### config.mk
export PLATFORM = sky130hd
export DESIGN_NAME = ice_msk_ctl_flat
export DESIGN_NICKNAME = d
export VERILOG_FILES = /design/src/rtl/ice_msk_ctl_if.sv /design/src/rtl/ice_msk_ctl.sv /design/src/flat_wrapper.sv
export SDC_FILE = /design/constraint.sdc
export NUM_CORES = 1
export LEC_CHECK = 0
export CORE_ASPECT_RATIO = 1.1
export CORE_MARGIN = 1.5
export CORE_UTILIZATION = 40
export CTS_CLUSTER_DIAMETER = 100
export CTS_CLUSTER_SIZE = 10
export DETAILED_ROUTE_END_ITERATION = 8
export HOLD_SLACK_MARGIN = 0.06
export PLACE_DENSITY = 0.84
export SETUP_SLACK_MARGIN = 0.3
export SYNTH_ARGS = -nofsm -noshare
export SYNTH_HDL_FRONTEND = slang
export SYNTH_SLANG_ARGS = --single-unit
### constraint.sdc
create_clock -name CLK -period 5.95 [get_ports CLK]
set_clock_uncertainty 0.05 [all_clocks]
set_input_delay 1.19 -clock CLK [delete_from_list [all_inputs] [get_ports CLK]]
set_output_delay 1.19 -clock CLK [all_outputs]
set_load 0.01 [all_outputs]
### src/rtl/ice_msk_ctl_if.sv
// ice_msk_ctl_if: host register bus for the ICE mask controller.
// Host drives address, write data and strobe; block returns read data.
interface ice_msk_ctl_if;
    logic [31:0] ICEIFA;
    logic [31:0] ICEDI;
    logic        ICEWR;
    logic [31:0] ICEDO;

    modport master (
        output ICEIFA,
        output ICEDI,
        output ICEWR,
        input  ICEDO
    );

    modport slave (
        input  ICEIFA,
        input  ICEDI,
        input  ICEWR,
        output ICEDO
    );
endinterface

### src/rtl/ice_msk_ctl.sv
// ice_msk_ctl: ICE event mask register block with hold timer.
// Optional PEND register and event capture enabled by ICE_MSK_PEND_EN.
module ice_msk_ctl #(
    parameter int              NCH       = 10,
    parameter logic [31:0]     BASE_ADDR = 32'h0880_4000,
    parameter logic [NCH-1:0]  RST_VAL   = 10'h3DD,
    parameter logic [NCH-1:0]  USR_FORCE = 10'h01D
) (
    input  logic               CLK,
    input  logic               SYSRSOUT,
    ice_msk_ctl_if.slave       bus,
    input  logic               SVMODUSER,
    input  logic [NCH-1:0]     ICEEVT,
    output logic [NCH-1:0]     ICEMSK,
    output logic [NCH-1:0]     ICEMSKRAW,
    output logic               ICEMSKTMRACT
);

    typedef enum logic [2:0] {
        R_MASK  = 3'd0,
        R_SET   = 3'd1,
        R_CLR   = 3'd2,
        R_PEND  = 3'd3,
        R_TMR   = 3'd4,
        R_TMRCH = 3'd5,
        R_RSV6  = 3'd6,
        R_RSV7  = 3'd7
    } reg_e;

    logic            sel;
    reg_e            off;
    logic [NCH-1:0]  di;
    logic            wr_mask;
    logic            wr_set;
    logic            wr_clr;
    logic            wr_pend;
    logic            wr_tmr;
    logic            wr_tmrch;

    logic [NCH-1:0]  mask_q;
    logic [NCH-1:0]  mask_nxt;
    logic [NCH-1:0]  tmrch_q;
    logic [15:0]     cnt_q;
    logic [15:0]     cnt_nxt;
    logic [NCH-1:0]  pend_rd;
    logic [31:0]     rdata;

    logic            unused_bus;

    assign sel = (bus.ICEIFA[31:5] == BASE_ADDR[31:5]);
    assign off = reg_e'(bus.ICEIFA[4:2]);
    assign di  = bus.ICEDI[NCH-1:0];

    // Byte-lane bits of the address and upper data bits carry no meaning.
    assign unused_bus = ^{bus.ICEIFA[1:0], bus.ICEDI};

    // Decode a selected write strobe into one per-register enable.
    always_comb begin
        wr_mask  = 1'b0;
        wr_set   = 1'b0;
        wr_clr   = 1'b0;
        wr_pend  = 1'b0;
        wr_tmr   = 1'b0;
        wr_tmrch = 1'b0;
        if (bus.ICEWR && sel) begin
            unique case (off)
                R_MASK:  wr_mask  = 1'b1;
                R_SET:   wr_set   = 1'b1;
                R_CLR:   wr_clr   = 1'b1;
                R_PEND:  wr_pend  = 1'b1;
                R_TMR:   wr_tmr   = 1'b1;
                R_TMRCH: wr_tmrch = 1'b1;
                default: ;
            endcase
        end
    end

    // MASK next value: direct write, set-ones or clear-ones alias.
    always_comb begin
        mask_nxt = mask_q;
        if (wr_mask) begin
            mask_nxt = di;
        end else if (wr_set) begin
            mask_nxt = mask_q | di;
        end else if (wr_clr) begin
            mask_nxt = mask_q & ~di;
        end
    end

    // Hold timer next count: load on write, else count down to zero.
    always_comb begin
        cnt_nxt = cnt_q;
        if (wr_tmr) begin
            cnt_nxt = bus.ICEDI[15:0];
        end else if (cnt_q != 16'd0) begin
            cnt_nxt = cnt_q - 16'd1;
        end
    end

    // Register state; reset wins over any write on the same edge.
    always_ff @(posedge CLK) begin
        if (SYSRSOUT) begin
            mask_q  <= RST_VAL;
            tmrch_q <= '0;
            cnt_q   <= '0;
        end else begin
            mask_q <= mask_nxt;
            cnt_q  <= cnt_nxt;
            if (wr_tmrch) begin
                tmrch_q <= di;
            end
        end
    end

    assign ICEMSKTMRACT = (cnt_q != 16'd0);
    assign ICEMSKRAW    = mask_q;
    assign ICEMSK       = mask_q
                        | (USR_FORCE & {NCH{SVMODUSER}})
                        | (tmrch_q & {NCH{ICEMSKTMRACT}});

`ifdef ICE_MSK_PEND_EN
    logic [NCH-1:0] pend_q;
    logic [NCH-1:0] pend_clr;
    logic [NCH-1:0] pend_set;

    assign pend_clr = wr_pend ? di : '0;
    assign pend_set = ICEEVT & ICEMSK;

    // Sticky pending capture of masked events; set beats clear.
    always_ff @(posedge CLK) begin
        if (SYSRSOUT) begin
            pend_q <= '0;
        end else begin
            pend_q <= (pend_q & ~pend_clr) | pend_set;
        end
    end

    assign pend_rd = pend_q;
`else
    logic unused_pend;

    assign unused_pend = ^{ICEEVT, wr_pend};
    assign pend_rd     = '0;
`endif

    // Read mux, zero-extended; reserved offsets read as zero.
    always_comb begin
        rdata = '0;
        unique case (off)
            R_MASK,
            R_SET,
            R_CLR:   rdata[NCH-1:0] = mask_q;
            R_PEND:  rdata[NCH-1:0] = pend_rd;
            R_TMR:   rdata[15:0]    = cnt_q;
            R_TMRCH: rdata[NCH-1:0] = tmrch_q;
            default: rdata = '0;
        endcase
    end

    assign bus.ICEDO = sel ? rdata : 32'h0;

endmodule

### src/flat_wrapper.sv
// flat-port wrapper written by rule: the top's interface ports become plain ports
module ice_msk_ctl_flat 
#(
    parameter int              NCH       = 10,
    parameter logic [31:0]     BASE_ADDR = 32'h0880_4000,
    parameter logic [NCH-1:0]  RST_VAL   = 10'h3DD,
    parameter logic [NCH-1:0]  USR_FORCE = 10'h01D
)
  (CLK, SYSRSOUT, SVMODUSER, ICEEVT, ICEMSK, ICEMSKRAW, ICEMSKTMRACT, bus_ICEIFA, bus_ICEDI, bus_ICEWR, bus_ICEDO);
  ice_msk_ctl_if bus_i ();
  input  logic CLK;
  input  logic SYSRSOUT;
  input  logic SVMODUSER;
  input  logic [NCH-1:0] ICEEVT;
  output logic [NCH-1:0] ICEMSK;
  output logic [NCH-1:0] ICEMSKRAW;
  output logic ICEMSKTMRACT;
  input wire logic [$bits(bus_i.ICEIFA)-1:0] bus_ICEIFA;
  input wire logic [$bits(bus_i.ICEDI)-1:0] bus_ICEDI;
  input wire logic [$bits(bus_i.ICEWR)-1:0] bus_ICEWR;
  output wire logic [$bits(bus_i.ICEDO)-1:0] bus_ICEDO;
  assign bus_i.ICEIFA = bus_ICEIFA;
  assign bus_i.ICEDI = bus_ICEDI;
  assign bus_i.ICEWR = bus_ICEWR;
  assign bus_ICEDO = bus_i.ICEDO;
  ice_msk_ctl #(.NCH(NCH), .BASE_ADDR(BASE_ADDR), .RST_VAL(RST_VAL), .USR_FORCE(USR_FORCE)) u_core (.CLK(CLK), .SYSRSOUT(SYSRSOUT), .bus(bus_i), .SVMODUSER(SVMODUSER), .ICEEVT(ICEEVT), .ICEMSK(ICEMSK), .ICEMSKRAW(ICEMSKRAW), .ICEMSKTMRACT(ICEMSKTMRACT));
endmodule
# Word-level counts from Yosys, hierarchy flattened
# Index checks and enable logic that the tools add are counted.
# classes
addsub	1
n_eq_ne	5
n_mux	18
n_bitwise	6
n_reduce_logical	6
# ops
op	count
$mux 16	3
$mux 10	3
$pmux 10 s3	1
$eq 27x23->1 const B	1
$and 10x10->10	2
$or 10x10->10	2
$reduce_bool 16->1	1
$sub 16x1->16 const B	1
$mux 1	10
$not 10->10	1
$or 10x5->10	1
$eq 3x3->1 const B	2
$mux 6	1
$eq 3x1->1 const B	1
$eq 3x2->1 const B	1
$logic_not 3->1	1
$reduce_bool 3->1	1
$reduce_or 3->1	1
$reduce_bool 2->1	1
$logic_and 1x1->1	1
# word_totals
regBits	36
input_bits	78
output_inout_bits	53
wordCells	39

# Longest topological paths before layout
# Gate-level depths: netlist (run 1).
# logic_depth
depth_word	6
mapped_depth	7
mapped_depth_nobuf	7

# Least setup slack after synthesis (run 1)
# No wires, ideal clock.
# synth_timing
path_type	input -> output
start	input bus_ICEIFA[22]
end	output bus_ICEDO[0]
t_arrival_ns	2.550
required_time_ns	4.710
path_slack_ns	2.160
stages	6
n_path_buf	1
path_cell_list	nor4b_2 > nand4_2 > or3_1 > nand2b_4 > buf_6 > nor2_2
# synth_between
elab_chain_cells	2
# synth_lines
element	line	rtl
start, declared	flat_wrapper.sv:18	input wire logic [$bits(bus_i.ICEIFA)-1:0] bus_ICEIFA;
$eq 27x23->1	ice_msk_ctl.sv:50	assign sel = (bus.ICEIFA[31:5] == BASE_ADDR[31:5]);
$mux 16	ice_msk_ctl.sv:160	assign bus.ICEDO = sel ? rdata : 32'h0;
end, declared	flat_wrapper.sv:21	output wire logic [$bits(bus_i.ICEDO)-1:0] bus_ICEDO;
# Every way passes these cells.

# Final worst setup path (run 1)
# Ends and elaborated chain as after synthesis.

==> summary.txt, run 1 <==
Setup path
  • Reg-to-reg setup timing slack: 3.49 ns
  • R2r startpoint: u_core.cnt_q[0]
  • Required time of the worst setup path: 4.71 ns
  • WP data arrival: 3.64 ns
  • Critical Path End Type: primary output
  • FF-to-FF path depth: 6
  • Critical-path maximum fanout: 10
  • CP endpoint: bus_ICEDO[0]
  • CP startpoint: bus_ICEIFA[22]
  • CP Launch Type: input port
  • Critical R2R Capture: u_core.cnt_q[8]
  • Critical path class: input port to primary output

CTS
  • CTS sink cnt: 36
  • Reg clk slew, reported paths: 0.07 ns
  • Hold buffer count at CTS: 0
  • Clock Path Buffers: 2
  • Gates resized, CTS repair: 0
  • CTS tree: built
  • Root Driver: clkbuf_8
  • H-tree Lvls: 2
  • Cts bufs inserted: 5
  • Setup bufs post-CTS: 0
  • Worst-Skew Late Latency: 0.29 ns

Synthesis
  • Synth area leader: dfxtp_1
  • Post-synthesis sequential area ratio: 29.1%
  • Syn Std Cell Area: 0.00247 mm²
  • Post-Syn Instances: 289
  • Share of the synthesized area in the top cell type: 29.1%
  • Top cells by count, synth: 38 x nor2_1, 36 x dfxtp_1, 22 x mux2i_1
  • Synth unique cells: 53
  • Top FF cell, synth: dfxtp_1
  • Most frequent cell after synthesis: nor2_1
  • Synth warn: 0
  • Largest cells by area after synthesis: dfxtp_1 29%, mux2i_1 8.9%, nor2_1 5.8%
  • Flip-flop and latch count after synthesis: 36
  • Async SR Flop Fraction: 0%
  • Number of synthesized flops with an enable pin: 0
  • Syn Area/Cell: 8.56 µm²

Die
  • Starting density of the core: 42.1%
  • DIE HEIGHT: 85.5 µm
  • Die W: 78.0 µm
  • Die ar.: 0.00667 mm²
  • Core area: 0.00588 mm²
  • FP Rows: 29
  • I/O pin count: 131

Global routing
  • Grt total ovfl: 0
  • Overall global routing resource usage: 21.2%
  • First-pass GRT wire length: 11200 µm
  • Largest net degree at the start of global routing: 29
  • Antenna violations before repair: 0
  • Vias in the first global route: 2353

Detailed routing
  • DRT iter0 DRCs: 179
  • # DRC: 0
  • Initial DRT Pass Iterations: 4
  • ANT nets after route: 0
  • Vias: 2359
  • Vias/cell: 5.27
  • Final WL: 6860 µm
  • WL/cell: 15.3 µm

Timing
  • Post-route setup slack: 1.07 ns
  • Crit path time final: 4.88 ns
  • Setup TNS: 0 ns
  • Worst Tran Pin Value: 0.975 ns
  • Fin. Hold Viols: 0
  • Pins Over Slew Limit: 0
  • Worst rel slew slack: 34.8%
  • Final period util: 82.0%
  • Endpoints failing setup: 0
  • RSZ-0062 raised after global routing: no
  • Fmax achieved: 0.205 GHz

Min path
  • Hold path cells: 2
  • Worst Hold Class: flop to flop

Placed design
  • GP Congestion: 0.823
  • HPWL after DPL: 5130 µm
  • Placement Setup Slack: 1.05 ns
  • Dpl cell area: 0.00332 mm²
  • Port buffer count: 86

Cells and area
  • Register Area: 721 µm²
  • FILL cells: 530
  • Multi-input gate area: 0.00162 mm²
  • Antenna Diode Count: 0
  • Final #Nets: 451
  • Layout cells sized above 1: 10.5%
  • Util after Layout: 57.9%
  • Final Cell Area: 0.00340 mm²
  • Synth-to-layout area growth: 37.5%

Pwr
  • Tot Pwr: 0.000899 W
  • Pwr dens: 264 mW/mm²
  • Max rail drop VDD: 0.201 mV
  • Leakage: 1.28 nW

Flow run
  • Max cap viols: 0

Status
  • Status: completed
==> cell type report <==
cell class                      instances  share of cell area [%]
Clock buffer                            6                    2.13
Clock inverter                          1                   0.147
Inverter                                2                   0.221
Multi-Input combinational cell        237                    47.5
Sequential cell                        36                    21.2
Tap cell                               77                    2.83
Timing Repair Buffer                   89                    26.0
==> how the worst min path moves through the flow <==
stage | endpoint | slack, ns
after floorplan | u_core.tmrch_q[1] | 0.43
after global placement | flop | 0.44
after detailed placement | flop | 0.46
after CTS | flop | 0.47
after global routing | flop | 0.51
final | flop | 0.47
==> layout by cell type (no fill, tap or decap), types with 6 or more instances in the layout <==
cell and n:
a21oi_1 17, o21ai_0 11, and2_1 6, nand2_1 20, nand3b_1 8, conb_1 16, clkdlybuf4s50_1 86, xnor2_1 9
nor2_2 11, a21o_1 6, mux2i_1 22, dfxtp_1 36, nor2_1 38, a22o_1 10
==> routing by layer <==
metal / global-route usage (%) / part of all wire (%) / vias to the layer above
li1: - / - / 1164
met1: 25.2 / 40 / 1094
met2: 36.6 / 52 / 92
met3: 4.95 / 6.8 / 9
met4: 8.44 / 0.98 / 0
met5: 0 / 0 / -
==> critical path, stage by stage <==
cell	delay, ns
clkdlybuf4s50_1	0.44
nor4b_2	0.32
nand4_2	0.24
or3_1	0.47
nand2b_4	0.27
nor2_2	0.16
clkdlybuf4s50_1	0.54
==> report_power, final <==
| part | internal, W | switching [W] |
|---|---|---|
| combinational | 0.000204 | 0.000189 |
| sequential | 0.000282 | 0.0000610 |
| clock | 0.0000795 | 0.0000825 |
==> stage by stage <==
| step | instances | hold WS, ns |
|---|---|---|
| after floorplan | 304 | 0.433 |
| after global placement | 441 | 0.445 |
| after detailed placement | 441 | 0.456 |
| after CTS | 448 | 0.468 |
| after global routing | 448 | 0.509 |
| final | 448 | 0.467 |
==> cells by family after synthesis <==
logic type / count (synthesis) / synth area share (%)
XOR/XNOR: 13 / 4.91
flip-flops: 36 / 29.1
other: 1 / 0.152
multiplexers: 22 / 8.90
AO/OA/AOI/OAI: 53 / 14.1
AND/OR/NAND/NOR: 131 / 34.0
buffers and inverters: 31 / 7.79
adder cells (fa/ha/maj): 2 / 1.01
Note: power is estimated with default switching activity, not from simulation.
==> run 2: changes to the inputs <==
clock period = 4.68 ns   (was 5.95 ns; I/O delays follow)
==> run 2 against run 1 <==
Compared with the run above: die area stayed put; largest cell class unchanged; largest power group unchanged; clock power increased by 86%; worst hold slack worse by 0.0039 ns.
==> summary.txt, run 2 (synthesis gave the netlist of run 1 again) <==
Status
  • Status: completed

Detailed routing
  • Final WL: 7210 µm (+5.0%)
  • Vias: 2452 (+3.9%)
  • # DRC: 0 (unchanged)
  • DRT iter0 DRCs: 128 (-28%)
  • Initial DRT Pass Iterations: 4 (unchanged)
  • WL/cell: 15.9 µm (+3.6%)
  • ANT nets after route: 0 (unchanged)
  • Vias/cell: 5.40 (+2.6%)

Timing
  • Setup TNS: 0 ns (unchanged)
  • Endpoints failing setup: 0 (unchanged)
  • Worst rel slew slack: 34.6% (-0.21 points)
  • Pins Over Slew Limit: 0 (unchanged)
  • Crit path time final: 4.30 ns
  • RSZ-0062 raised after global routing: no
  • Fmax achieved: 0.233 GHz
  • Final period util: 91.8%
  • Fin. Hold Viols: 0 (unchanged)
  • Worst Tran Pin Value: 0.978 ns (+0.00312 ns)

Die
  • Starting density of the core: 42.1% (unchanged)
  • Die W: 78.0 µm (unchanged)
  • Die ar.: 0.00667 mm² (unchanged)
  • Core area: 0.00588 mm² (unchanged)
  • I/O pin count: 131 (unchanged)
  • FP Rows: 29 (unchanged)
  • DIE HEIGHT: 85.5 µm (unchanged)

CTS
  • H-tree Lvls: 2 (unchanged)
  • Reg clk slew, reported paths: 0.07 ns (about the same)
  • Cts bufs inserted: 5 (unchanged)
  • Worst-Skew Late Latency: 0.30 ns (about the same)
  • Clock Path Buffers: 2 (unchanged)
  • CTS sink cnt: 36 (unchanged)
  • Root Driver: clkbuf_8
  • CTS tree: built

Global routing
  • Overall global routing resource usage: 21.3% (+0.18 points)
  • Vias in the first global route: 2408 (+2.3%)
  • First-pass GRT wire length: 11200 µm (+0.37%)
  • Largest net degree at the start of global routing: 29 (unchanged)
  • Grt total ovfl: 0 (unchanged)
  • Antenna violations before repair: 0 (unchanged)

Cells and area
  • Commonest non-fill, non-tap cell in the layout: clkdlybuf4s50_1
  • Most frequent cells in the layout: 86 x clkdlybuf4s50_1, 38 x nor2_1, 36 x dfxtp_1
  • Antenna Diode Count: 0 (unchanged)
  • Synth-to-layout area growth: 42.4%
  • Layout cells sized above 1: 12.5% (+2.0 points)
  • Final #Nets: 456 (+1.1%)

Setup path
  • Required time of the worst setup path: 3.69 ns (-1.02 ns)
  • Cell Chain, Critical Path: clkdlybuf4s50_1, nor4_2, nand4_2, or3_4, nand2b_4, nor2_2, clkdlybuf4s50_1
  • Critical-path maximum fanout: 5 (-5)
  • Family with the most delay on the worst path: simple AND/OR/NAND/NOR gates
  • CP peak stage delay: 0.55 ns (about the same)
  • Worst path bufs/invs: 2 (unchanged)
  • WP data arrival: 3.31 ns (-0.33 ns)
  • Worst path slowest cell: clkdlybuf4s50_1
  • CP most frequent cell: clkdlybuf4s50_1
  • Critical Path End Type: primary output
  • Critical path class: input port to primary output
  • CP Launch Type: input port

Min path
  • Worst Hold Class: flop to flop

Pwr
  • Max rail drop VDD: 0.204 mV (+1.2%)
  • Leakage: 1.35 nW (+5.1%)
  • Tot Pwr: 0.00125 W (+39%)
  • Flop pwr share: 35.1% (-3.1 points)
  • Logic pwr share: 40.6% (-3.2 points)
  • Switching share of power: 35.3% (-1.8 points)
  • NetSw: 0.000440 W (+32%)
  • Pwr dens: 354 mW/mm² (+34%)
  • Internal power: 0.000807 W (+43%)
  • Power share of the clock group: 24.3% (+6.3 points)

Placed design
  • Port buffer count: 86 (unchanged)
  • HPWL after DPL: 5070 µm (-1.2%)
  • GP Congestion: 0.832 (+1.1%)

Flow run
  • Max cap viols: 0 (unchanged)
## run 2: cell type report
type | count | area (µm²)
fill | 532 | 2350
multi-input combinational | 238 | 1660
timing repair buffer | 93 | 913
sequential | 36 | 721
tap | 77 | 96.3
clock inverter | 1 | 30.0
clock buffer | 7 | 96.3
inverter | 2 | 7.51
## run 2: layer usage
layer	part of all wire (%)	routed length, µm	GRT usage, %
met1	41	2920	25.1
met2	50	3570	36.9
met3	6.4	463	4.30
met4	3.5	252	10.4
met5	0	0	0
## run 2: repair_timing
item / in CTS / in global routing
gates resized for setup: 0 / 5
hold endpoints to repair: 0 / 0
hold buffers: 0 / 0
buffers inserted: 0 / 4
cloned: 0 / 1
endpoints found under the setup margin: 1 / 16
pin swaps: 0 / 2
## run 2: power by group through the flow
stage          Clock, W  Sequential (W)  Combinational (W)
3_5_place_dp          0        0.000444           0.000498
5_1_grt        0.000324        0.000447           0.000560
3_3_place_gp          0        0.000441           0.000483
4_1_cts        0.000307        0.000437           0.000502
2_1_floorplan         0        0.000424           0.000389
6_report       0.000302        0.000438           0.000506
## run 2: metrics by stage
step / worst slack [ns] / hold slack, ns / area [µm²] / std cells / util (%)
2_1_floorplan: 1.40 / 0.433 / 2530 / 304 / -
4_1_cts: 0.287 / 0.470 / 3450 / 449 / 58.7
5_1_grt: 0.294 / 0.504 / 3520 / 454 / 59.9
6_report: 0.384 / 0.463 / 3520 / 454 / 59.9
3_3_place_gp: 0.340 / 0.444 / 3320 / 441 / 56.6
3_5_place_dp: 0.293 / 0.458 / 3320 / 441 / 56.6
## run 2: worst paths after layout
check                       start              end  slack (ns)  cells past startpoint
setup reg to reg  u_core.cnt_q[0]  u_core.cnt_q[8]        2.23                      6
hold / removal               flop             flop        0.46                      2
setup / recovery   bus_ICEIFA[25]     bus_ICEDO[3]        0.38                      7
hold reg to reg              flop             flop        0.46                      2
## run 2: worst register-to-register path, cell delays in order (launching register included)
cell and delay, ns:
dfxtp_1 0.37, inv_1 0.14, ha_1 0.17, nor4b_1 0.34, nand4_2 0.52, and3b_1 0.51
a22o_1 0.25
==> edit 1 (flow settings as in run 2) <==
`RST_VAL` is set to 10'h3DD in 2 places; all go to 10'h2E5.
--- a/src/rtl/ice_msk_ctl.sv
+++ b/src/rtl/ice_msk_ctl.sv
@@ -4,5 +4,5 @@
     parameter int              NCH       = 10,
     parameter logic [31:0]     BASE_ADDR = 32'h0880_4000,
-    parameter logic [NCH-1:0]  RST_VAL   = 10'h3DD,
+    parameter logic [NCH-1:0]  RST_VAL   = 10'h2E5,
     parameter logic [NCH-1:0]  USR_FORCE = 10'h01D
 ) (
--- a/src/flat_wrapper.sv
+++ b/src/flat_wrapper.sv
@@ -4,5 +4,5 @@
     parameter int              NCH       = 10,
     parameter logic [31:0]     BASE_ADDR = 32'h0880_4000,
-    parameter logic [NCH-1:0]  RST_VAL   = 10'h3DD,
+    parameter logic [NCH-1:0]  RST_VAL   = 10'h2E5,
     parameter logic [NCH-1:0]  USR_FORCE = 10'h01D
 )
Formal check against the unedited RTL: not equivalent (a bounded check fails within 4 cycles, from zero or initial values).
==> edit 1 against run 2 <==
- sequential power fell by 1%
- fmax is 3.4% higher
- setup slack improved by 140 ps
- routed wire length fell by 3.7%
- sequential cell count is the same
- final area shrank 4.1%
- area after synthesis shrank 4.0%
- die area fell by 3.9%
- cell count down 0.66%
- power shrank 8.5%
- critical path type unchanged
- critical endpoint is now bus_ICEDO[13]
==> edit 1: results (changes against run 2) <==
- Met1 wire length: 2910 um (was 2920 um)
- Nets: 453 (was 456)
- Initial DRC count: 139 (was 128)
- Worst Path Arrival: 3170 ps (was 3310 ps)
- Layout fillers: 552 (was 532)
- Max-slew headroom: 35.2% (was 34.6%)
- Routed len/inst: 15.4 um (was 15.9 um)
- Seq/Total Area, Yosys: 30.3% (was 29.1%)
- Number of global-route vias before repair: 2,427 (was 2,408)
- Via density: 5.38 (was 5.40)
- CP Max Fanout: 6 (was 5)
- RePlAce Congestion: 0.833 (was 0.832)
- Static leakage: 1.26 nW (was 1.35 nW)
- Status: completed (unchanged)
- Synth area leaders: dfxtp_1, mux2i_1, nor2_1 (unchanged)
- Distinct cell type count after synthesis: 43 (was 53)
- Largest net degree at the start of global routing: 30 (was 29)
- Met2 wire len: 3590 um (was 3570 um)
- Synth top cells by count: nor2_1, dfxtp_1, mux2i_1 (unchanged)
- Layout cells sized above 1: 7.22% (was 12.5%)
- Grt met1 use: 27.1% (was 25.1%)
- VDD IR max: 0.240 mV (was 0.204 mV)
- Worst setup EP type: primary output (unchanged)
- Dpl hpwl: 5220 um (was 5070 um)
- DR WL met3: 334 um (was 463 um)
- All-layer global routing usage: 22.3% (was 21.3%)
- Slowest cell delay on critical path: 540 ps
- First-pass GRT wire length: 11,600 um (was 11,200 um)
- M2 GR Usage: 39.7% (was 36.9%)
- Top Family by Delay on Critical Path: buffers and inverters (was simple AND/OR/NAND/NOR gates)
- GR Layer Usage met3: 4.37% (was 4.30%)
edit 1: cell types whose count changed after synthesis, moves of 4 or more:
cell     change
o21ai_0      -9
nor4b_1      -4
o21ai_1     +10
nor3_1       +4
nor2_2      -10
nor2_1       +6
nand4_1      +4
edit 1: metrics by stage:
step           cells  total power [mW]  hold slack [ps]  instance area [sq um]  setup slack (ps)
2_1_floorplan    298             0.776              433                   2430              1540
6_report         451              1.14              467                   3380               526
5_1_grt          451              1.22              500                   3380               355
3_5_place_dp     442             0.920              456                   3290               411
4_1_cts          450              1.14              470                   3370               401
3_3_place_gp     442             0.897              447                   3290               434
edit 1: layout make-up:
type | count | area, sq um | area share (%)
timing repair buffer | 96 | 936 | 27.7
clock inverter | 1 | 8.76 | 0.259
clock buffer | 7 | 76.3 | 2.26
inverter | 2 | 7.51 | 0.222
sequential | 36 | 721 | 21.3
tap | 77 | 96.3 | 2.85
multi-input combinational | 232 | 1530 | 45.4
edit 1: cells by family (layout without fill, tap and decap cells):
kind of cell	after synthesis	in the layout	synth area share, %
buf+inv	30	106	7.69
flops	36	36	30.3
xor+xnor	14	14	5.16
compound gates	57	57	15.8
mux	20	20	8.43
other cells	1	16	0.158
fa+ha+maj	2	2	1.05
simple gates	123	123	31.4
edit 1: power breakdown:
part | switching, mW | internal, mW
clock network | 0.114 | 0.106
registers | 0.0746 | 0.358
logic | 0.243 | 0.245
edit 1: worst paths after layout:
kind	start	end	slack (ps)	depth (start not counted)
setup / recovery	bus_ICEIFA[9]	bus_ICEDO[13]	530	7
hold reg to reg	register	register	470	2
setup reg to reg	u_core.cnt_q[0]	u_core.cnt_q[8]	2380	7
hold / removal	register	register	470	2
edit 1: tightest hold or removal path, stage by stage (launching register included):
cell and delay [ps]:
dfxtp_1 340, o21ai_1 80, a21oi_1 60
==> edit 2 (config.mk and constraints of run 2) <==
Without the edit above. Add an input register stage for `SVMODUSER`, without a reset; this delays it by one clock. The other inputs are not delayed to match.
--- a/src/rtl/ice_msk_ctl.sv
+++ b/src/rtl/ice_msk_ctl.sv
@@ -27,4 +27,10 @@
         R_RSV7  = 3'd7
     } reg_e;
+
+    logic SVMODUSER_q;
+
+    always_ff @(posedge CLK) begin
+        SVMODUSER_q <= SVMODUSER;
+    end
 
     logic            sel;
@@ -116,5 +122,5 @@
     assign ICEMSKRAW    = mask_q;
     assign ICEMSK       = mask_q
-                        | (USR_FORCE & {NCH{SVMODUSER}})
+                        | (USR_FORCE & {NCH{SVMODUSER_q}})
                         | (tmrch_q & {NCH{ICEMSKTMRACT}});
 
Formal check against the unedited RTL: not equivalent (a bounded check fails within 4 cycles, from zero or initial values).
==> edit 2 against run 2 <==
- sequential cell count rose by 1
- area after synthesis fell by 1.0%
- core utilization fell by 1.1 points
- setup slack improved by 140 ps
- synthesized cell count rose by 1.0%
- final area fell by 2.5%
- routed wire length fell by 7.7%
- first-iteration DRC count fell by 31%
- largest cell class unchanged
- highest routed layer unchanged
Power is not compared: it rests on default switching activity, and its combinational part moved more than twofold at a synthesized area within 25%.
==> edit 2: results (changes against run 2) <==
- Xor-xnor portion of the synthesized cell area: 3.93% (was 4.91%)
- Worst Path Arrival: 3170 ps (was 3310 ps)
- Area post-placement: 3300 sq um (was 3320 sq um)
- Clk sinks: 37 (was 36)
- Number of global-route vias before repair: 2,379 (was 2,408)
- Layout cells sized above 1: 8.22% (was 12.5%)
- Dpl hpwl: 4950 um (was 5070 um)
- Ant diodes: 0 (unchanged)
- Synth Instances: 292 (was 289)
- Seq/Total Area, Yosys: 30.3% (was 29.1%)
- All-layer global routing usage: 20.6% (was 21.3%)
- M2 GR Usage: 34.0% (was 36.9%)
- Adder-cell share of the synthesized area: 1.02% (was 1.01%)
- Distinct cell type count after synthesis: 47 (was 53)
- Critical-path top delay cell: clkdlybuf4s50_1 (unchanged)
- Grt met1 use: 25.3% (was 25.1%)
- Mux share of post-synthesis cell area: 9.81% (was 8.90%)
- Layout clock area frac: 3.90% (was 3.59%)
- Synth top cells by count: nor2_1, dfxtp_1, mux2i_1 (unchanged)
- DR WL met3: 505 um (was 463 um)
- Met2 wire len: 3260 um (was 3570 um)
- GR Layer Usage met3: 4.84% (was 4.30%)
- Seq/total area: 21.6% (was 20.5%)
- Total CTS buffers: 5 (unchanged)
- CP Max Fanout: 10 (was 5)
- Synth area leaders: dfxtp_1, mux2i_1, nor2_1 (unchanged)
- Repair and plain buffers: 90 (was 93)
- Via density: 5.34 (was 5.40)
- Initial DRC count: 88 (was 128)
- Clock latency on the worst-skew pair: 290 ps
- Hold Crit Class: reg -> reg (unchanged)
- Status: completed (unchanged)
- Fmax: 0.241 GHz (was 0.233 GHz)
- First-pass GRT wire length: 11,000 um (was 11,200 um)
- Non-clock buffer area fraction after layout: 25.9% (about the same)
- Util after Layout: 58.8% (was 59.9%)
- RePlAce Congestion: 0.868 (was 0.832)
- Layout fillers: 554 (was 532)
- Met1 wire length: 2800 um (was 2920 um)
- WL final: 6660 um (was 7210 um)
- Synthesized-area fraction occupied by ao, oa, aoi and oai cells: 13.8% (was 14.1%)
- Reg clk slew, reported paths: 80 ps
- Count of multi-input gates: 240 (was 238)
- Setup slack at placement: 542 ps (was 293 ps)
- Fraction of area in multi-input gates: 45.6% (was 47.1%)
- Worst slew pin tran: 991 ps (was 978 ps)
- Longest Clk Path Bufs: 2 (unchanged)
[edit 2: cell families (layout without fill, tap and decap cells)]
| logic type | Yosys count | in the layout |
|---|---|---|
| AND/OR/NAND/NOR | 135 | 135 |
| AO/OA/AOI/OAI | 52 | 52 |
| flip-flops | 37 | 37 |
| buffers and inverters | 30 | 100 |
| multiplexers | 24 | 24 |
| XOR/XNOR | 11 | 11 |
| adder cells (fa/ha/maj) | 2 | 2 |
| other | 1 | 16 |
[edit 2: final timing paths]
kind                         from               to  slack (ps)  cells after the start
setup / recovery   bus_ICEIFA[10]     bus_ICEDO[1]         530                      7
hold / removal           register         register         460                      2
setup reg to reg  u_core.cnt_q[0]  u_core.cnt_q[7]        2360                      6
hold reg to reg          register         register         460                      2
[edit 2: where the power goes]
part           internal, mW  switching, mW  total (mW)
Combinational        0.0486         0.0390      0.0876
Sequential            0.315       0.000597       0.316
Clock                 0.212          0.117       0.329
Total                 0.575          0.157       0.732
